==> src/rtl/float_addsub_unit_pkg.sv <==
// rtl/float_addsub_unit_pkg.sv - float field helpers, format constants and FSM states for float_addsub_unit
package float_addsub_unit_pkg;

  localparam int EXP_W   = 8;
  localparam int MAN_W   = 7;
  localparam int GUARD_W = 3;
  localparam int SIG_W   = 1 + MAN_W + GUARD_W;

  localparam int FBIAS    = 127;
  localparam int FEXP_MAX = 255;

  localparam logic [15:0] FINF  = 16'h7F80;
  localparam logic [15:0] FQNAN = 16'h7FC0;
  localparam logic [15:0] FZERO = 16'h0000;

  typedef enum logic [2:0] {
    S_IDLE  = 3'd0,
    S_ALIGN = 3'd1,
    S_ADD   = 3'd2,
    S_NORM  = 3'd3,
    S_PACK  = 3'd4
  } state_t;

  function automatic logic f_sign(input logic [15:0] f);
    return f[15];
  endfunction

  function automatic logic [EXP_W-1:0] f_exp(input logic [15:0] f);
    return f[14:7];
  endfunction

  function automatic logic [MAN_W-1:0] f_man(input logic [15:0] f);
    return f[6:0];
  endfunction

endpackage

==> src/rtl/float_lzc12.sv <==
// rtl/float_lzc12.sv - combinational 12-bit leading-zero counter (0..12), nibble tree
module float_lzc12 (
  input  logic [11:0] data_i,
  output logic [3:0]  count_o
);

  function automatic logic [2:0] lzc4(input logic [3:0] n);
    casez (n)
      4'b1???: return 3'd0;
      4'b01??: return 3'd1;
      4'b001?: return 3'd2;
      4'b0001: return 3'd3;
      default: return 3'd4;
    endcase
  endfunction

  logic [2:0] lz_hi, lz_mid, lz_lo;

  always_comb begin
    lz_hi  = lzc4(data_i[11:8]);
    lz_mid = lzc4(data_i[7:4]);
    lz_lo  = lzc4(data_i[3:0]);
    if (lz_hi != 3'd4)       count_o = {1'b0, lz_hi};
    else if (lz_mid != 3'd4) count_o = 4'd4 + {1'b0, lz_mid};
    else                     count_o = 4'd8 + {1'b0, lz_lo};
  end

endmodule

==> src/rtl/float_addsub_unit.sv <==
// rtl/float_addsub_unit.sv - multi-cycle 16-bit float add/sub, 4-cycle latency
// FADDSUB_ROUND_EN: sticky collection in ALIGN and round-to-nearest-even in PACK (default truncates)
module float_addsub_unit
  import float_addsub_unit_pkg::*;
(
  input  logic        clk,
  input  logic        reset,
  input  logic        start,
  input  logic        sub,
  input  logic [15:0] a,
  input  logic [15:0] b,
  output logic        busy,
  output logic        done,
  output logic [15:0] result,
  output logic        zero
);

  state_t             state_q;
  logic [15:0]        a_q, b_q, spec_res_q, result_q;
  logic               sub_q, sx_q, sy_q, spec_q, sign_q, nzero_q;
  logic               busy_q, done_q, zero_q;
  logic signed [9:0]  ex_q, nexp_q;
  logic [SIG_W-1:0]   sigx_q, sigy_q, nsig_q;
  logic [SIG_W:0]     sum_q;

  logic [EXP_W-1:0]   ea, eb, ex_d, ey_d, shamt;
  logic [MAN_W-1:0]   ma, mb, mx_d, my_d;
  logic               sa, sb, swap, sx_d, sy_d, inf_a, inf_b, spec_d;
  logic [15:0]        spec_res_d, pack_res_d;
  logic [SIG_W-1:0]   sigx_d, sigy_full, sigy_d, nsig_d;
  logic               eff_sub, sign_d;
  logic [SIG_W:0]     sum_d;
  logic [3:0]         lz, nshift;
  logic signed [9:0]  nexp_d, pexp;
  logic [MAN_W:0]     man_r;
  logic               unused_bits;

  // ALIGN: order operands by magnitude, then shift the smaller one down
  always_comb begin
    ea    = f_exp(a_q);
    eb    = f_exp(b_q);
    ma    = (ea == '0) ? '0 : f_man(a_q);
    mb    = (eb == '0) ? '0 : f_man(b_q);
    sa    = f_sign(a_q);
    sb    = f_sign(b_q) ^ sub_q;
    swap  = {eb, mb} > {ea, ma};
    ex_d  = swap ? eb : ea;
    ey_d  = swap ? ea : eb;
    mx_d  = swap ? mb : ma;
    my_d  = swap ? ma : mb;
    sx_d  = swap ? sb : sa;
    sy_d  = swap ? sa : sb;
    sigx_d    = {ex_d != '0, mx_d, {GUARD_W{1'b0}}};
    sigy_full = {ey_d != '0, my_d, {GUARD_W{1'b0}}};
    shamt     = ex_d - ey_d;
    sigy_d    = (shamt >= EXP_W'(SIG_W)) ? '0 : sigy_full >> shamt;
`ifdef FADDSUB_ROUND_EN
    if (shamt >= EXP_W'(SIG_W)) sigy_d[0] = |sigy_full;
    else sigy_d[0] = sigy_d[0] | (|(sigy_full & ~({SIG_W{1'b1}} << shamt)));
`endif
    inf_a  = (ea == EXP_W'(FEXP_MAX));
    inf_b  = (eb == EXP_W'(FEXP_MAX));
    spec_d = inf_a | inf_b;
    if (inf_a && inf_b) spec_res_d = (sa != sb) ? FQNAN : {sa, FINF[14:0]};
    else if (inf_a)     spec_res_d = {sa, FINF[14:0]};
    else                spec_res_d = {sb, FINF[14:0]};
  end

  always_comb begin
    eff_sub = sx_q ^ sy_q;
    sum_d   = eff_sub ? ({1'b0, sigx_q} - {1'b0, sigy_q})
                      : ({1'b0, sigx_q} + {1'b0, sigy_q});
    sign_d  = (eff_sub && sum_d == '0) ? 1'b0 : sx_q;
  end

  float_lzc12 u_lzc (
    .data_i  (sum_q),
    .count_o (lz)
  );

  always_comb begin
    nshift = lz - 4'd1;
    if (sum_q[SIG_W]) begin
      nsig_d = sum_q[SIG_W:1];
`ifdef FADDSUB_ROUND_EN
      nsig_d[0] = sum_q[1] | sum_q[0];
`endif
      nexp_d = ex_q + 10'sd1;
    end else begin
      nsig_d = sum_q[SIG_W-1:0] << nshift;
      nexp_d = ex_q - $signed({6'd0, nshift});
    end
  end

  always_comb begin
    man_r = {1'b0, nsig_q[SIG_W-2:GUARD_W]};
    pexp  = nexp_q;
`ifdef FADDSUB_ROUND_EN
    if (nsig_q[GUARD_W-1] && ((|nsig_q[GUARD_W-2:0]) || nsig_q[GUARD_W])) begin
      man_r = man_r + 1'b1;
      if (man_r[MAN_W]) pexp = nexp_q + 10'sd1;
    end
`endif
    if (spec_q)                          pack_res_d = spec_res_q;
    else if (nzero_q || int'(pexp) <= 0) pack_res_d = FZERO;
    else if (int'(pexp) >= FEXP_MAX)     pack_res_d = {sign_q, FINF[14:0]};
    else pack_res_d = {sign_q, pexp[EXP_W-1:0], man_r[MAN_W-1:0]};
  end

  assign unused_bits = ^{nsig_q[SIG_W-1], nsig_q[GUARD_W-1:0], pexp[9:8], man_r[MAN_W]};

  always_ff @(posedge clk or negedge reset) begin
    if (!reset) begin
      state_q <= S_IDLE;   a_q <= '0;    b_q <= '0;     sub_q <= 1'b0;
      sx_q <= 1'b0;        sy_q <= 1'b0; ex_q <= '0;    sigx_q <= '0;
      sigy_q <= '0;        spec_q <= 1'b0; spec_res_q <= '0;
      sum_q <= '0;         sign_q <= 1'b0; nsig_q <= '0; nexp_q <= '0;
      nzero_q <= 1'b0;     busy_q <= 1'b0; done_q <= 1'b0;
      result_q <= FZERO;   zero_q <= 1'b0;
    end else begin
      done_q <= 1'b0;
      case (state_q)
        S_IDLE: if (start) begin
          a_q <= a; b_q <= b; sub_q <= sub;
          busy_q  <= 1'b1;
          state_q <= S_ALIGN;
        end
        S_ALIGN: begin
          sx_q <= sx_d; sy_q <= sy_d; ex_q <= $signed({2'b00, ex_d});
          sigx_q <= sigx_d; sigy_q <= sigy_d;
          spec_q <= spec_d; spec_res_q <= spec_res_d;
          state_q <= S_ADD;
        end
        S_ADD: begin
          sum_q <= sum_d; sign_q <= sign_d;
          state_q <= S_NORM;
        end
        S_NORM: begin
          nsig_q <= nsig_d; nexp_q <= nexp_d; nzero_q <= (sum_q == '0);
          state_q <= S_PACK;
        end
        S_PACK: begin
          result_q <= pack_res_d;
          zero_q   <= (pack_res_d == FZERO);
          done_q   <= 1'b1;
          busy_q   <= 1'b0;
          state_q  <= S_IDLE;
        end
        default: state_q <= S_IDLE;
      endcase
    end
  end

  assign busy   = busy_q;
  assign done   = done_q;
  assign result = result_q;
  assign zero   = zero_q;

endmodule
==> config.mk <==
export PLATFORM = sky130hd
export DESIGN_NAME = float_addsub_unit
export DESIGN_NICKNAME = d
export VERILOG_FILES = /design/src/rtl/float_addsub_unit_pkg.sv /design/src/rtl/float_lzc12.sv /design/src/rtl/float_addsub_unit.sv
export SDC_FILE = /design/constraint.sdc
export NUM_CORES = 1
export LEC_CHECK = 0
export CORE_MARGIN = 1.5
export CORE_UTILIZATION = 54
export CTS_CLUSTER_DIAMETER = 80
export DETAILED_ROUTE_END_ITERATION = 8
export PLACE_DENSITY = 0.89
export RECOVER_POWER = 25
export SETUP_SLACK_MARGIN = 0.1
export SKIP_LAST_GASP = 1
export SLEW_MARGIN = 40
export SYNTH_ARGS = -nofsm -noshare
export SYNTH_HDL_FRONTEND = slang
export SYNTH_SLANG_ARGS = --single-unit
==> constraint.sdc <==
create_clock -name clk -period 5.1 [get_ports clk]
set_input_delay 0.765 -clock clk [delete_from_list [all_inputs] [get_ports clk]]
set_output_delay 0.765 -clock clk [all_outputs]
set_load 0.1 [all_outputs]
After elaboration in Yosys (flattened, before gate mapping). Index checks and enable logic that the tools add are counted.

$add $sub $neg: 8. $lt $le $gt $ge: 4. Equality and inequality tests: 19. Shift-type cells: 2. Multiplexer cells: 29. Bitwise logic cells: 3. Reduce and logical (&&, ||, !) cells: 14.

Operators by type and width (number): 2-to-1 mux 16 bit (5); case mux 3 bit (4 select lines) (4); 2-to-1 mux 7 bit (4); zero test 12 bit (2); 2-to-1 mux 10 bit (2); == test 8 bit, second input constant (2); zero test 16 bit (1); zero test 8 bit (2); 2-to-1 mux 8 bit (2); nonzero test 8 bit (2); > comparator 15 bit (1); 2-to-1 mux 15 bit (1); adder 11 x 11 -> 12 bit (1); == test 3 x 1 -> 1 bit, second input constant (4); == test 4 x 1 -> 1 bit, second input constant (3); 2-to-1 mux 12 bit (1); subtractor 11 x 11 -> 12 bit (1); 2-to-1 mux 11 bit (1); << shifter 11 x 4 -> 10 bit (1); >> shifter 11 x 8 -> 11 bit (1); greater-or-equal comparator 10 x 9 -> 1 bit, second input constant (1); <= comparator 10 x 1 -> 1 bit, second input constant (1); adder 8 x 1 -> 9 bit, second input constant (1); subtractor 8 x 4 -> 9 bit (1); 22 further kinds (34).

Flip-flop bits (word level): 135. Input port bits: 36. Output and inout port bits: 19.

Longest topological paths before layout. Gate-level depths: netlist of the first run.

Word-level depth: 8. Mapped depth: 25.

Cells and area by module. From an unflattened synthesis of the first run, not the netlist that was laid out.

Cell total of the unflattened synthesis: 855. Area, all modules: 7706.1 µm².

By module, submodules not included: float_addsub_unit (times used 1, cells each 835, area an instance 7573.5 µm²); float_lzc12 (times used 1, cells each 20, area an instance 132.6 µm²).

Worst setup path before layout of the first run. No wires, ideal clock.

Kind: reg-to-reg. From: register b_q[7]. To: register sigy_q[1]. Data arrival time: 5055 ps. Data required time: 4979 ps. Slack: -76 ps. Cell stages (with the launch flop): 23. Buffers on the path: 4. Cells stage by stage: dfrtp_1 nor4_1 nand2_1 nand2_1 inv_1 ha_1 nand4_1 or4_4 o211a_2 nor2_4 buf_6 buf_2 buf_1 clkbuf_1 a21oi_1 ha_1 or4_1 o31ai_2 xnor2_2 and2_4 a221oi_2 a21oi_1 a22o_1.

Word-level cells in the longest chain between the ends: 7. Elaborated cells between the ends (all ways): 11.

Ends and longest elaborated chain: start, declared (line float_addsub_unit.sv:19) `logic [15:0] a_q, b_q, spec_res_q, result_q;`; start signal, assigned (line float_addsub_unit.sv:114) `state_q <= S_IDLE; a_q <= '0; b_q <= '0; sub_q <= 1'b0;`; start signal, assigned (line float_addsub_unit.sv:124) `a_q <= a; b_q <= b; sub_q <= sub;`; zero test 8 bit (line float_addsub_unit.sv:43) `mb = (eb == '0) ? '0 : f_man(b_q);`; 2-to-1 mux 7 bit (line float_addsub_unit.sv:43); > comparator 15 bit (line float_addsub_unit.sv:46) `swap = {eb, mb} > {ea, ma};`; 2-to-1 mux 8 bit (on tied branches) (line float_addsub_unit.sv:47, float_addsub_unit.sv:48); subtractor 8 bit or nonzero test 8 bit (tied branches) (line float_addsub_unit.sv:55, float_addsub_unit.sv:54); greater-or-equal comparator 8 x 4 -> 1 bit or >> shifter 11 x 8 -> 11 bit (tied branches) (line float_addsub_unit.sv:56) `sigy_d = (shamt >= EXP_W'(SIG_W)) ? '0 : sigy_full >> shamt;`; 2-to-1 mux 11 bit (*) (line float_addsub_unit.sv:56); end signal, assigned (line float_addsub_unit.sv:130) `sigx_q <= sigx_d; sigy_q <= sigy_d;`; end, declared (line float_addsub_unit.sv:23) `logic [SIG_W-1:0] sigx_q, sigy_q, nsig_q;`.

Every way passes the cells marked *; elsewhere a longest branch is shown, timed or not. A chain may end at the register's enable or synchronous reset.

Worst setup path in the final report of the first run. Same ends and word-level chain as after synthesis.

==> impl_metrics.yaml, run 1 <==
status:
  status: "finished, violations left"
  violations: "max-capacitance violations, max-slew violations"
die:
  core-area_um2: 13800
  dieHeight_um: 122
  io_pins: 55
  fp-row-count: 43
  die_w_um: 122
  start_util_pct: 55.1
  die-area_um2: 14800
sta:
  rsz0062_at_grt: "no"
  period_needed_ps: 4800
  setup_tns_ps: 0
  worstMarginPinSlew_ps: 3590
  max_slew_margin_pct: -139
  drv_slew: 83
  fmax_ghz: 0.208
  finalHoldViolations: 0
  setup_viol: 0
  clock_skew_ps: 6.48
  period_share_pct: 94.1
detailed_routing:
  firstDrtPassIters: 6
  wl_um: 17900
  ant_nets: 0
  drcViolationCount: 0
  vias_per_cell: 5.98
  avgRoutedWirePerCell_um: 16.6
  drtIter0Drc: 677
  num_vias: 6461
critical_path:
  r2r-end: "sigy_q[1]"
  regToRegStartpoint: "b_q[7]"
  critPathRequiredTime_ps: 5410
  worstPathArrival_ps: 5100
  ff2ff_setup_slack_ps: 300
  critical_path_class: "flop to flop"
  crit_fanout: 18
  rr_worst_depth: 18
  end_kind: "flop"
  cp-start-kind: "flop"
clock_network:
  clockRootBuffer: "clkbuf_16"
  htree_levels: 4
  insertion_delay_ps: 420
  path_clk_slew_ps: 60
  hold_buffers: 0
  cts_buffer_depth: 2
  cts.sinks: 119
  tritoncts: "yes"
  numCtsBuffers: 17
final_layout:
  diodes: 0
  fin_util_pct: 64.4
  drive_above_1_share_pct: 13.7
  postLayoutCellArea_um2: 8910
  nets: 966
  syn_to_final_growth_pct: 16.9
synthesis:
  synth_top_flop_cell: "dfrtp_1"
  synth_area_um2: 7620
  synth.avg_cell_area_um2: 9.07
  synthArstFlopShare_pct: 100
  yosys-top-cells-count: "dfrtp_1, nand2_1, o21ai_0"
  syn-num-nets: 919
  synth_top_area_cell: "dfrtp_1"
  synth_top_area_share_pct: 39.1
  ys_seq_elements: 119
  ys_warn_count: 0
  synth_edf_count: 0
  synth_seq_area_share_pct: 39.1
  ys_types: 80
  synthCells: 840
  ys_top_cells_by_area: "dfrtp_1, ha_1, nand2_1"
global_route:
  grt.total_usage_pct: 25.3
  overflow: 0
  grt_max_degree: 83
  grt_pass1_wl_um: 29600
  grt_antenna_before_repair: 0
  grt_pass1_vias: 6421
worst_hold_path:
  hold_depth: 1
  hp-class: "flop to flop"
  min_to: "busy"
  hp-start: "busy"
place:
  dpl_cell_area_um2: 8220
  gp_congestion: 0.984
  portBuffers: 54
  dp_hpwl_um: 12500
flow_run:
  drv_cap: 1
==> how the worst max path moves through the flow <==
stage	startpoint	end	slack, ps	depth (start not counted)
after floorplan	b_q[7]	sigy_q[1]	160	22
after global placement	b_q[11]	sigy_q[4]	300	20
after detailed placement	b_q[11]	sigy_q[3]	220	20
after CTS	b_q[12]	sigy_q[4]	120	20
after global routing	b_q[7]	sigy_q[4]	50	21
final	b_q[7]	sigy_q[1]	300	18
==> flip-flops by register name, summed over array words and instances, names as in the netlist <==
name / flops
sub_q: 1
state_q: 3
spec_q: 1
nsig_q: 7
nzero_q: 1
a_q: 16
result: 16
sum_q: 12
done: 1
sign_q: 1
sigy_q: 11
b_q: 16
nexp_q: 10
sx_q: 1
sigx_q: 8
sy_q: 1
zero: 1
busy: 1
ex_q: 8
spec_res_q: 3
==> layer usage <==
layer  GRT usage [%]  wire length (µm)  share of wire (%)  vias up
li1                -                 -                  -     3109
met1            29.8              7510                 42     3080
met2            44.6              9120                 51      225
met3            4.96               787                4.4       47
met4            11.5               482                2.7        0
met5               0                 0                  0        -
==> repair_timing <==
| action | in CTS | in global routing |
|---|---|---|
| gates resized for setup | 0 | 3 |
| setup buffers | 0 | 1 |
| hold endpoints to repair | 0 | 0 |
| endpoints found under the setup margin | 0 | 11 |
==> worst max-delay path: stages, from the launching register on <==
cell and delay (ps):
dfrtp_1 450, nor4_1 390, nand2_2 220, nand2_1 160, inv_1 60, ha_1 290, nand4_1 120, or4_4 580
o211a_2 200, nor2_4 210, a21oi_1 110, ha_1 220, or4_1 550, o31ai_2 130, xnor2_4 220, and2_4 230
a221oi_2 270, a21oi_1 70, a22o_1 200
==> area by class of cell <==
| type | count | area (µm²) |
|---|---|---|
| Sequential cell | 119 | 2980 |
| Fill cell | 1069 | 4920 |
| Multi-Input combinational cell | 631 | 4320 |
| Timing Repair Buffer | 66 | 539 |
| Clock buffer | 17 | 425 |
| Clock inverter | 15 | 224 |
| Inverter | 52 | 195 |
| Tap cell | 180 | 225 |
==> cell families (layout without fill, tap and decap cells) <==
family / count (synthesis) / count (layout) / synth area share [%]
XOR/XNOR: 28 / 28 / 3.32
AND/OR/NAND/NOR: 262 / 262 / 16.0
buffers and inverters: 90 / 150 / 4.70
flip-flops: 119 / 119 / 39.1
multiplexers: 69 / 69 / 10.5
adder cells (fa/ha/maj): 43 / 43 / 7.26
AO/OA/AOI/OAI: 229 / 229 / 19.2
==> metrics by stage <==
step                hold slack [ps]  instances  setup WS, ps
finish                          470       1080           303
global route                    494       1080          54.2
CTS                             406       1078           122
detailed placement              466       1046           219
global placement                460       1046           299
floorplan                       435        840           157
==> layout by cell type (no fill, tap or decap), drive strengths merged, types with 11 or more instances in the layout <==
master / count
a21oi: 56
clkbuf: 17
xnor2: 21
clkdlybuf4s50: 34
buf: 31
nand2: 119
o21ai: 82
inv: 53
nand4: 11
ha: 41
nor2: 64
mux2: 32
a31oi: 13
dfrtp: 119
mux2i: 32
nor3: 17
Power of run 1 is not shown: default switching activity piles up to over one toggle a cycle in this logic, so the estimate is an artifact.
==> inputs of run 2 (changes only) <==
==> constraint.sdc (replaced) <==
create_clock -name clk -period 5.1 [get_ports clk]
set_input_delay 1.02 -clock clk [delete_from_list [all_inputs] [get_ports clk]]
set_output_delay 1.02 -clock clk [all_outputs]
set_load 0.1 [all_outputs]
==> impl_metrics.yaml, run 2 (synthesis gave the netlist of run 1 again) <==
status:
  status: "finished, violations left"
  violations: "max-capacitance violations, max-slew violations"
global_route:
  grt_pass1_wl_um: 29900
  grt_antenna_before_repair: 0
  grt.total_usage_pct: 25.6
  busiest_layer: "met2"
  grt_use_met1_pct: 30.3
  gr-usage-met3_pct: 6.46
  grt_pass1_vias: 6392
  use_met2_pct: 44.4
  overflow: 0
  grt_max_degree: 91
detailed_routing:
  avgRoutedWirePerCell_um: 16.4
  drtIter0Drc: 530
  ant_nets: 0
  vias_per_cell: 5.99
  num_vias: 6503
  firstDrtPassIters: 5
  drcViolationCount: 0
  wl_um: 17800
worst_hold_path:
  hp-class: "flop to flop"
final_layout:
  drive_above_1_share_pct: 14.5
  nets: 971
  final_cell_mix: "nand2_1, dfrtp_1, o21ai_0"
  diodes: 0
  syn_to_final_growth_pct: 17.2
  instances_no_fill: 1085
  fin_util_pct: 64.6
die:
  die-area_um2: 14800
  fp-row-count: 43
  io_pins: 55
  start_util_pct: 55.1
  die_w_um: 122
  dieHeight_um: 122
  core-area_um2: 13800
clock_network:
  numCtsBuffers: 17
  path_clk_slew_ps: 60
  tritoncts: "yes"
  insertion_delay_ps: 420
  htree_levels: 4
  hold_buffers: 0
  cts_buffer_depth: 2
  cts.sinks: 119
  clockRootBuffer: "clkbuf_16"
critical_path:
  crit_chain: "nor4_4 -> nand2_2 -> nand2_1 -> inv_1 -> ha_1 -> nand4_1 -> or4_4 -> o211a_2 -> nor2_4 -> a21oi_1 -> ha_1 -> or4_1 -> o31ai_2 -> xnor2_4 -> and2_4 -> a221oi_2 -> a21oi_1 -> a22o_1"
  worstPathArrival_ps: 5140
  critical_path_class: "flop to flop"
  critPathMaxStageDelay_ps: 590
  end_kind: "flop"
  crit_path_top_delay_cell: "or4_4"
  cp-start-kind: "flop"
  critPathRequiredTime_ps: 5400
  crit_fanout: 18
flow_run:
  drv_cap: 1
sta:
  fmax_ghz: 0.207
  max_slew_margin_pct: -42.3
  setup_tns_ps: 0
  rsz0062_at_grt: "no"
  worstMarginPinSlew_ps: 2130
  setup_viol: 0
  period_needed_ps: 4840
  clock_skew_ps: 10.4
  period_share_pct: 94.8
  finalHoldViolations: 0
  drv_slew: 91
place:
  portBuffers: 54
  placed_cells: 1046
  dp_hpwl_um: 12500
  gp_congestion: 0.981
-- run 2: changes by cell type in the layout (fill, tap and decap cells not counted) --
cell,before,now
buf_4,11,13
buf_6,1,3
bufinv_16,5,3
clkbuf_2,0,1
clkbuf_8,0,1
clkdlybuf4s25_1,1,0
clkinvlp_4,2,3
dfrtp_1,119,118
dfrtp_2,0,1
nand2_2,1,2
nor4_1,7,6
nor4_2,2,1
nor4_4,0,2
-- run 2: timing repair --
action	4_1_cts	5_1_grt
pin swaps	1	3
resized for setup	0	10
gates cloned	0	1
buffers inserted	1	4
endpoints found under the setup margin	6	11
-- run 2: worst max-delay path: cells and delay by family (launching register included) --
kind | cells | cell delay [ps]
adders and majority gates | 2 | 540
buffers and inverters | 1 | 60
AOI/OAI and AO/OA | 6 | 1020
xor gates and xnor gates | 1 | 220
DFF | 1 | 460
and+or+nand+nor | 8 | 2420
-- run 2: path summary, 6_finish.rpt --
check | startpoint | endpoint | slack, ps | cells past startpoint
worst min-delay path | result[1] | result[1] | 480 | 2
worst min register to register | result[1] | result[1] | 480 | 2
min in group asynchronous | reset | result[9] | 1230 | 1
worst max register to register | b_q[13] | sigy_q[1] | 260 | 18
worst max-delay path | b_q[13] | sigy_q[1] | 260 | 18
max in group asynchronous | reset | b_q[10] | 2470 | 1
-- run 2: area by class of cell --
cell class              count  area [µm²]
multi-input cells         632        4350
flip-flops and latches    119        2980
repair buffers             70         572
fillers                  1061        4900
well taps                 180         225
clock inverters            14         171
inverters                  52         195
clock buffers              18         439
-- run 2: stage by stage --
stage	worst slack, ps	cell area (µm²)	hold slack (ps)
4_1_cts	123	8840	482
3_5_place_dp	141	8220	469
3_3_place_gp	297	8300	460
5_1_grt	77.7	8930	506
6_report	264	8930	476
2_1_floorplan	157	7620	435
-- run 2: layer usage --
metal / share of wire (%) / vias up / wire length [µm]
met3: 5.8 / 54 / 1030
met1: 41 / 3103 / 7280
met2: 51 / 232 / 9000
met5: 0 / - / 0
li1: - / 3114 / -
met4: 2.7 / 0 / 473
Power of run 2 is left out for the same reason.
